===== config.mk =====
export PLATFORM = sky130hd
export DESIGN_NAME = qspi_arbiter
export DESIGN_NICKNAME = d
export VERILOG_FILES = /design/src/rtl/qspi_arbiter.sv
export SDC_FILE = /design/constraint.sdc
export NUM_CORES = 1
export LEC_CHECK = 0
export ABC_AREA = 1
export BUFFER_PORTS_ARGS = -buffer_cell sky130_fd_sc_hd__buf_2
export CAP_MARGIN = 20
export CORE_AREA = 2 2 219 221
export DETAILED_ROUTE_END_ITERATION = 8
export DIE_AREA = 0 0 221 223
export GPL_TIMING_DRIVEN = 1
export MAX_ROUTING_LAYER = met4
export SLEW_MARGIN = 10
export SYNTH_ARGS = -nofsm -noshare
export SYNTH_HDL_FRONTEND = slang
export SYNTH_SLANG_ARGS = --single-unit

===== constraint.sdc =====
create_clock -name clk -period 2.05 [get_ports clk]
set_clock_uncertainty 0.15 [all_clocks]
set_input_delay 0.1025 -clock clk [delete_from_list [all_inputs] [get_ports clk]]
set_output_delay 0.1025 -clock clk [all_outputs]
set_load 0.02 [all_outputs]

===== src/rtl/qspi_arbiter.sv =====
// Two-requester front end for a single QSPI engine: one transaction in flight,
// round-robin on ties, start strobe to the engine, and a watchdog while waiting.
module qspi_arbiter #(
  parameter int unsigned      CMD_W       = 8,
  parameter int unsigned      BANKMAP_W   = 8,
  parameter int unsigned      ADDR_W      = 32,
  parameter int unsigned      ERR_W       = 8,
  parameter int unsigned      TIMEOUT     = 32'd1000000,
  parameter logic [ERR_W-1:0] TIMEOUT_ERR = {ERR_W{1'b1}}
) (
  input  logic                 clk,
  input  logic                 resetn,

  input  logic                 r0_valid,
  output logic                 r0_ready,
  input  logic [CMD_W-1:0]     r0_cmd,
  input  logic [BANKMAP_W-1:0] r0_bankmap,
  input  logic [ADDR_W-1:0]    r0_addr,
  input  logic [63:0]          r0_wdata,
  output logic                 r0_done,
  output logic [63:0]          r0_rdata,
  output logic [ERR_W-1:0]     r0_error,

  input  logic                 r1_valid,
  output logic                 r1_ready,
  input  logic [CMD_W-1:0]     r1_cmd,
  input  logic [BANKMAP_W-1:0] r1_bankmap,
  input  logic [ADDR_W-1:0]    r1_addr,
  input  logic [63:0]          r1_wdata,
  output logic                 r1_done,
  output logic [63:0]          r1_rdata,
  output logic [ERR_W-1:0]     r1_error,

  output logic [CMD_W-1:0]     qspi_cmd,
  output logic [BANKMAP_W-1:0] qspi_bankmap,
  output logic [ADDR_W-1:0]    qspi_addr,
  output logic [63:0]          qspi_wdata,
  output logic                 qspi_start,
  input  logic                 qspi_idle,
  input  logic [63:0]          qspi_rdata,
  input  logic [ERR_W-1:0]     qspi_error,

  output logic                 busy,
  output logic                 owner
);

  typedef enum logic [1:0] {
    ST_IDLE  = 2'd0,
    ST_ISSUE = 2'd1,
    ST_WAIT  = 2'd2
  } state_e;

  localparam bit          TMO_EN   = (TIMEOUT != 0);
  localparam logic [31:0] TMO_LAST = 32'(TIMEOUT) - 32'd1;

  state_e                 state_q;
  logic                   last_q;
  logic                   owner_q;
  logic                   busy_q;
  logic [31:0]            wd_cnt_q;
  logic [CMD_W-1:0]       cmd_q;
  logic [BANKMAP_W-1:0]   bankmap_q;
  logic [ADDR_W-1:0]      addr_q;
  logic [63:0]            wdata_q;
  logic                   start_q;
  logic                   r0_ready_q;
  logic                   r1_ready_q;
  logic                   r0_done_q;
  logic                   r1_done_q;
  logic [63:0]            r0_rdata_q;
  logic [63:0]            r1_rdata_q;
  logic [ERR_W-1:0]       r0_error_q;
  logic [ERR_W-1:0]       r1_error_q;

  logic                   grant_s;
  logic                   pick_s;
  logic [CMD_W-1:0]       sel_cmd_s;
  logic [BANKMAP_W-1:0]   sel_bankmap_s;
  logic [ADDR_W-1:0]      sel_addr_s;
  logic [63:0]            sel_wdata_s;
  logic                   fin_s;
  logic [63:0]            fin_rdata_s;
  logic [ERR_W-1:0]       fin_err_s;

  // On a tie the requester that did not win last time gets the grant.
  function automatic logic arb_pick(input logic v0, input logic v1, input logic last);
    if (v0 && v1) begin
      return ~last;
    end else begin
      return v1;
    end
  endfunction

  // Grant decision: only from IDLE and only while the engine reports idle.
  always_comb begin
    grant_s = 1'b0;
    pick_s  = 1'b0;
    if ((state_q == ST_IDLE) && qspi_idle && (r0_valid || r1_valid)) begin
      grant_s = 1'b1;
      pick_s  = arb_pick(r0_valid, r1_valid, last_q);
    end else begin
      grant_s = 1'b0;
      pick_s  = 1'b0;
    end
  end

  // Request fields of the requester being granted.
  always_comb begin
    if (pick_s) begin
      sel_cmd_s     = r1_cmd;
      sel_bankmap_s = r1_bankmap;
      sel_addr_s    = r1_addr;
      sel_wdata_s   = r1_wdata;
    end else begin
      sel_cmd_s     = r0_cmd;
      sel_bankmap_s = r0_bankmap;
      sel_addr_s    = r0_addr;
      sel_wdata_s   = r0_wdata;
    end
  end

  // Completion in WAIT; an engine result beats a simultaneous watchdog expiry.
  always_comb begin
    fin_s       = 1'b0;
    fin_rdata_s = 64'd0;
    fin_err_s   = {ERR_W{1'b0}};
    if (state_q == ST_WAIT) begin
      if (qspi_idle) begin
        fin_s       = 1'b1;
        fin_rdata_s = qspi_rdata;
        fin_err_s   = qspi_error;
      end else if (TMO_EN && (wd_cnt_q == TMO_LAST)) begin
        fin_s       = 1'b1;
        fin_rdata_s = 64'd0;
        fin_err_s   = TIMEOUT_ERR;
      end else begin
        fin_s       = 1'b0;
        fin_rdata_s = 64'd0;
        fin_err_s   = {ERR_W{1'b0}};
      end
    end else begin
      fin_s       = 1'b0;
      fin_rdata_s = 64'd0;
      fin_err_s   = {ERR_W{1'b0}};
    end
  end

  // Transaction FSM with all outputs registered.
  always_ff @(posedge clk or negedge resetn) begin
    if (!resetn) begin
      state_q    <= ST_IDLE;
      last_q     <= 1'b1;
      owner_q    <= 1'b0;
      busy_q     <= 1'b0;
      wd_cnt_q   <= 32'd0;
      cmd_q      <= {CMD_W{1'b0}};
      bankmap_q  <= {BANKMAP_W{1'b0}};
      addr_q     <= {ADDR_W{1'b0}};
      wdata_q    <= 64'd0;
      start_q    <= 1'b0;
      r0_ready_q <= 1'b0;
      r1_ready_q <= 1'b0;
      r0_done_q  <= 1'b0;
      r1_done_q  <= 1'b0;
      r0_rdata_q <= 64'd0;
      r1_rdata_q <= 64'd0;
      r0_error_q <= {ERR_W{1'b0}};
      r1_error_q <= {ERR_W{1'b0}};
    end else begin
      r0_ready_q <= 1'b0;
      r1_ready_q <= 1'b0;
      start_q    <= 1'b0;
      r0_done_q  <= 1'b0;
      r1_done_q  <= 1'b0;
      case (state_q)
        ST_IDLE: begin
          if (grant_s) begin
            cmd_q      <= sel_cmd_s;
            bankmap_q  <= sel_bankmap_s;
            addr_q     <= sel_addr_s;
            wdata_q    <= sel_wdata_s;
            r0_ready_q <= ~pick_s;
            r1_ready_q <= pick_s;
            owner_q    <= pick_s;
            last_q     <= pick_s;
            wd_cnt_q   <= 32'd0;
            busy_q     <= 1'b1;
            state_q    <= ST_ISSUE;
          end
        end
        ST_ISSUE: begin
          start_q <= 1'b1;
          state_q <= ST_WAIT;
        end
        ST_WAIT: begin
          if (fin_s) begin
            // Only the owner's result registers move; the other side keeps its last result.
            if (owner_q) begin
              r1_done_q  <= 1'b1;
              r1_rdata_q <= fin_rdata_s;
              r1_error_q <= fin_err_s;
            end else begin
              r0_done_q  <= 1'b1;
              r0_rdata_q <= fin_rdata_s;
              r0_error_q <= fin_err_s;
            end
            busy_q  <= 1'b0;
            state_q <= ST_IDLE;
          end else begin
            wd_cnt_q <= wd_cnt_q + 32'd1;
          end
        end
        default: begin
          busy_q  <= 1'b0;
          state_q <= ST_IDLE;
        end
      endcase
    end
  end

  assign r0_ready     = r0_ready_q;
  assign r1_ready     = r1_ready_q;
  assign r0_done      = r0_done_q;
  assign r1_done      = r1_done_q;
  assign r0_rdata     = r0_rdata_q;
  assign r1_rdata     = r1_rdata_q;
  assign r0_error     = r0_error_q;
  assign r1_error     = r1_error_q;
  assign qspi_cmd     = cmd_q;
  assign qspi_bankmap = bankmap_q;
  assign qspi_addr    = addr_q;
  assign qspi_wdata   = wdata_q;
  assign qspi_start   = start_q;
  assign busy         = busy_q;
  assign owner        = owner_q;

endmodule


==> impl_metrics.yaml <==
status:
  status: "complete, no violations"
cts:
  cts.path.max_buffers: 3
  insertion_delay_ns: 0.55
  cts_buffers: 37
  clk_pin_slew_ns: 0.06
  cts_tree: "done"
  htree_levels: 2
  ctsRootBufferMaster: "clkbuf_16"
  cts.sinks: 298
worst_setup_path:
  required_ns: 2.34
  crit_path_start: "wd_cnt_q[0]"
  worstPathCellList: "ha_2 -> nand2_4 -> nor2_8 -> nand3_2 -> nor2_2 -> nand2_2 -> nand2_4 -> nand3_4 -> buf_4 -> buf_6 -> nand2_1 -> nand2_1"
  reg2reg_to: "r0_rdata[19]"
  crit_end: "r0_rdata[19]"
  crit_path_end_kind: "flip-flop"
  path_buf_inv: 2
  path_delay_family: "simple AND/OR/NAND/NOR gates"
  crit_slowest_cell: "dfrtp_1"
  reg2reg_from: "wd_cnt_q[0]"
  slowest_delay_ns: 0.40
  worst_setup_path_start_kind: "flip-flop"
  ff2ff_setup_slack_ns: 0.05
  cp.arrival_ns: 2.29
  cp_num_cells: 12
  path_max_fanout: 10
  crit_type: "reg -> reg"
  r2r_cells: 12
placed_design:
  post-place-ws_ns: 0.0135
  gp_congestion: 0.888
  dp_hpwl_mm: 39.5
  io_buffers: 563
  dp.cells: 2820
  placed_area_um2: 17600
logic_synthesis:
  ys_seq_area_share_pct: 54.2
  synthesis.nets: 1988
  synth_edf_count: 0
  syn_inst: 1686
  async_flop_share_pct: 100
  synth-seq-cells: 298
  synth_top_area_share_pct: 54.0
  ys_types: 29
  yosysTopAreaCell: "dfrtp_1"
  synth_ff_type: "dfrtp_1"
  yosys_warnings: 0
  synthesis.area_um2: 13800
  syn_area_per_cell_um2: 8.16
  synthTopCellsByArea: "dfrtp_1 54%, nand2_1 16%, nand4_1 6.6%"
sta:
  timing.max_slew.rel_slack_pct: 47.2
  min_period_ns: 2.00
  tightest_slew_ns: 0.792
  layout_setup_ws_ns: 0.0499
  slew_viol_final: 0
  finalSetupViolations: 0
  hold_viol: 0
  period_share_pct: 97.6
  max_freq_mhz: 500
route:
  via_per_inst: 4.95
  drtIter0Drc: 1072
  ant_nets: 0
  drc: 0
  vias: 15900
  wire_per_inst_um: 18.4
  routed_wl_mm: 59.4
  firstDrtPassIters: 5
global_route:
  grt_max_degree: 129
  grt_usage_pct: 23.5
  antenna_found_initial: 11
  grt_pass1_vias: 15800
  grt_first_pass_wirelength_mm: 90.1
  overflow: 0
die:
  initial_core_util_pct: 29.2
  die_area_um2: 49300
  pin_count: 564
  die_w_um: 221
  die_h_um: 223
  fp.coreArea_um2: 47100
  rows: 80
cells_and_area:
  syn2layout_area_growth_pct: 61.5
  fin_area_um2: 22200
  final_layout_size_suffix_gt1_share_pct: 30.6
  fin_nets: 2868
  finalNonFillerCells: 3221
  utilization_pct: 47.1
  filler_cell_count: 4401
power_and_ir_drop:
  peakVddDrop_mv: 1.04
  p_leak_uw: 0.0115
  power_uw: 28300
  cellPowerDensity_nw_per_um2: 1270
worst_hold_path:
  hp-class: "in -> reg"
job:
  maxCapViolCount: 0
## cell usage in the layout (no fill, tap or decap), types with 52 or more instances in the layout
| cell | count |
|---|---|
| nand2_1 | 598 |
| buf_2 | 561 |
| dlygate4sd3_1 | 303 |
| dfrtp_1 | 296 |
| nand4_1 | 145 |
| o21ai_0 | 144 |
| nor2_1 | 142 |
| nand3_1 | 82 |
| buf_4 | 63 |
| nand2_2 | 52 |
## layout make-up
type	count	area [um^2]	share of cell area [%]
Antenna cell	11	27.5	0.124
Sequential cell	298	7460	33.6
Clock inverter	16	263	1.18
Clock buffer	52	1020	4.60
Inverter	54	204	0.917
Timing Repair Buffer	958	6890	31.0
Multi-Input combinational cell	1217	5590	25.2
Tap cell	615	769	3.46
## metal layers
layer  global-route usage, %  routed length, um
met1                    27.1              23100
met2                    39.6              28800
met3                    5.27               4710
met4                    9.83               2720
met5                       -                  0
## state kept, by name, summed over array words and instances, names as in the netlist, 32 cells and up
register and cells:
r1_rdata 64, qspi_addr 32, wd_cnt_q 32, qspi_wdata 64
r0_rdata 64
## metrics by stage
stage | setup TNS, ns | hold WS (ns)
finish | 0 | 0.141
floorplan | 0 | -0.343
CTS | 0 | 0.118
global route | -1.37 | 0.140
global placement | 0 | -0.0743
detailed placement | 0 | -0.0627
## worst min path at each step
stage | startpoint | end | slack, ns | cells after the start
after floorplan | resetn | busy | -0.34 | 0
after global placement | resetn | r0_rdata[63] | -0.07 | 1
after detailed placement | resetn | r0_rdata[53] | -0.06 | 1
after CTS | r0_wdata[36] | qspi_wdata[36] | 0.12 | 4
after global routing | r0_addr[16] | qspi_addr[16] | 0.14 | 4
final | r0_wdata[3] | qspi_wdata[3] | 0.14 | 4
## worst min-delay path: cells and delay by family
family / cells / cell delay, ns
and+or+nand+nor: 2 / 0.09
buffers and inverters: 2 / 0.60
## cells by family after synthesis
group / after synthesis / share of synthesized area [%]
adders and majority gates: 1 / 0.0909
xor gates and xnor gates: 11 / 0.700
AOI/OAI and AO/OA: 162 / 5.93
buffers and inverters: 171 / 5.68
DFF: 298 / 54.2
and+or+nand+nor: 1043 / 33.4
## Yosys cell counts (2+ instances only)
cell type,count
a21oi_1,2
buf_2,25
buf_6,14
clkbuf_1,77
dfrtp_1,297
inv_1,51
inv_2,3
nand2_1,601
nand2_2,51
nand3_1,82
nand3_2,2
nand3_4,2
nand4_1,145
nor2_1,146
nor2_2,2
o21ai_0,147
o21ai_1,11
or2_2,8
xnor2_1,7
xor2_1,4
## where the power goes
| part | leakage [uW] | switching (uW) | internal [uW] |
|---|---|---|---|
| registers | 0.00372 | 1510 | 8290 |
| logic | 0.00713 | 7640 | 3900 |
| clock network | 0.000625 | 2730 | 4280 |
## repair_timing
| action | CTS | global route |
|---|---|---|
| hold endpoints to repair | 590 | 0 |
| buffers inserted | 0 | 13 |
| pin swaps | 0 | 1 |
| gates cloned | 0 | 6 |
| gates resized for setup | 1 | 20 |
| endpoints found under the setup margin | 4 | 177 |
| hold buffers | 303 | 0 |
No activity file was read; power rests on OpenSTA's default activity.
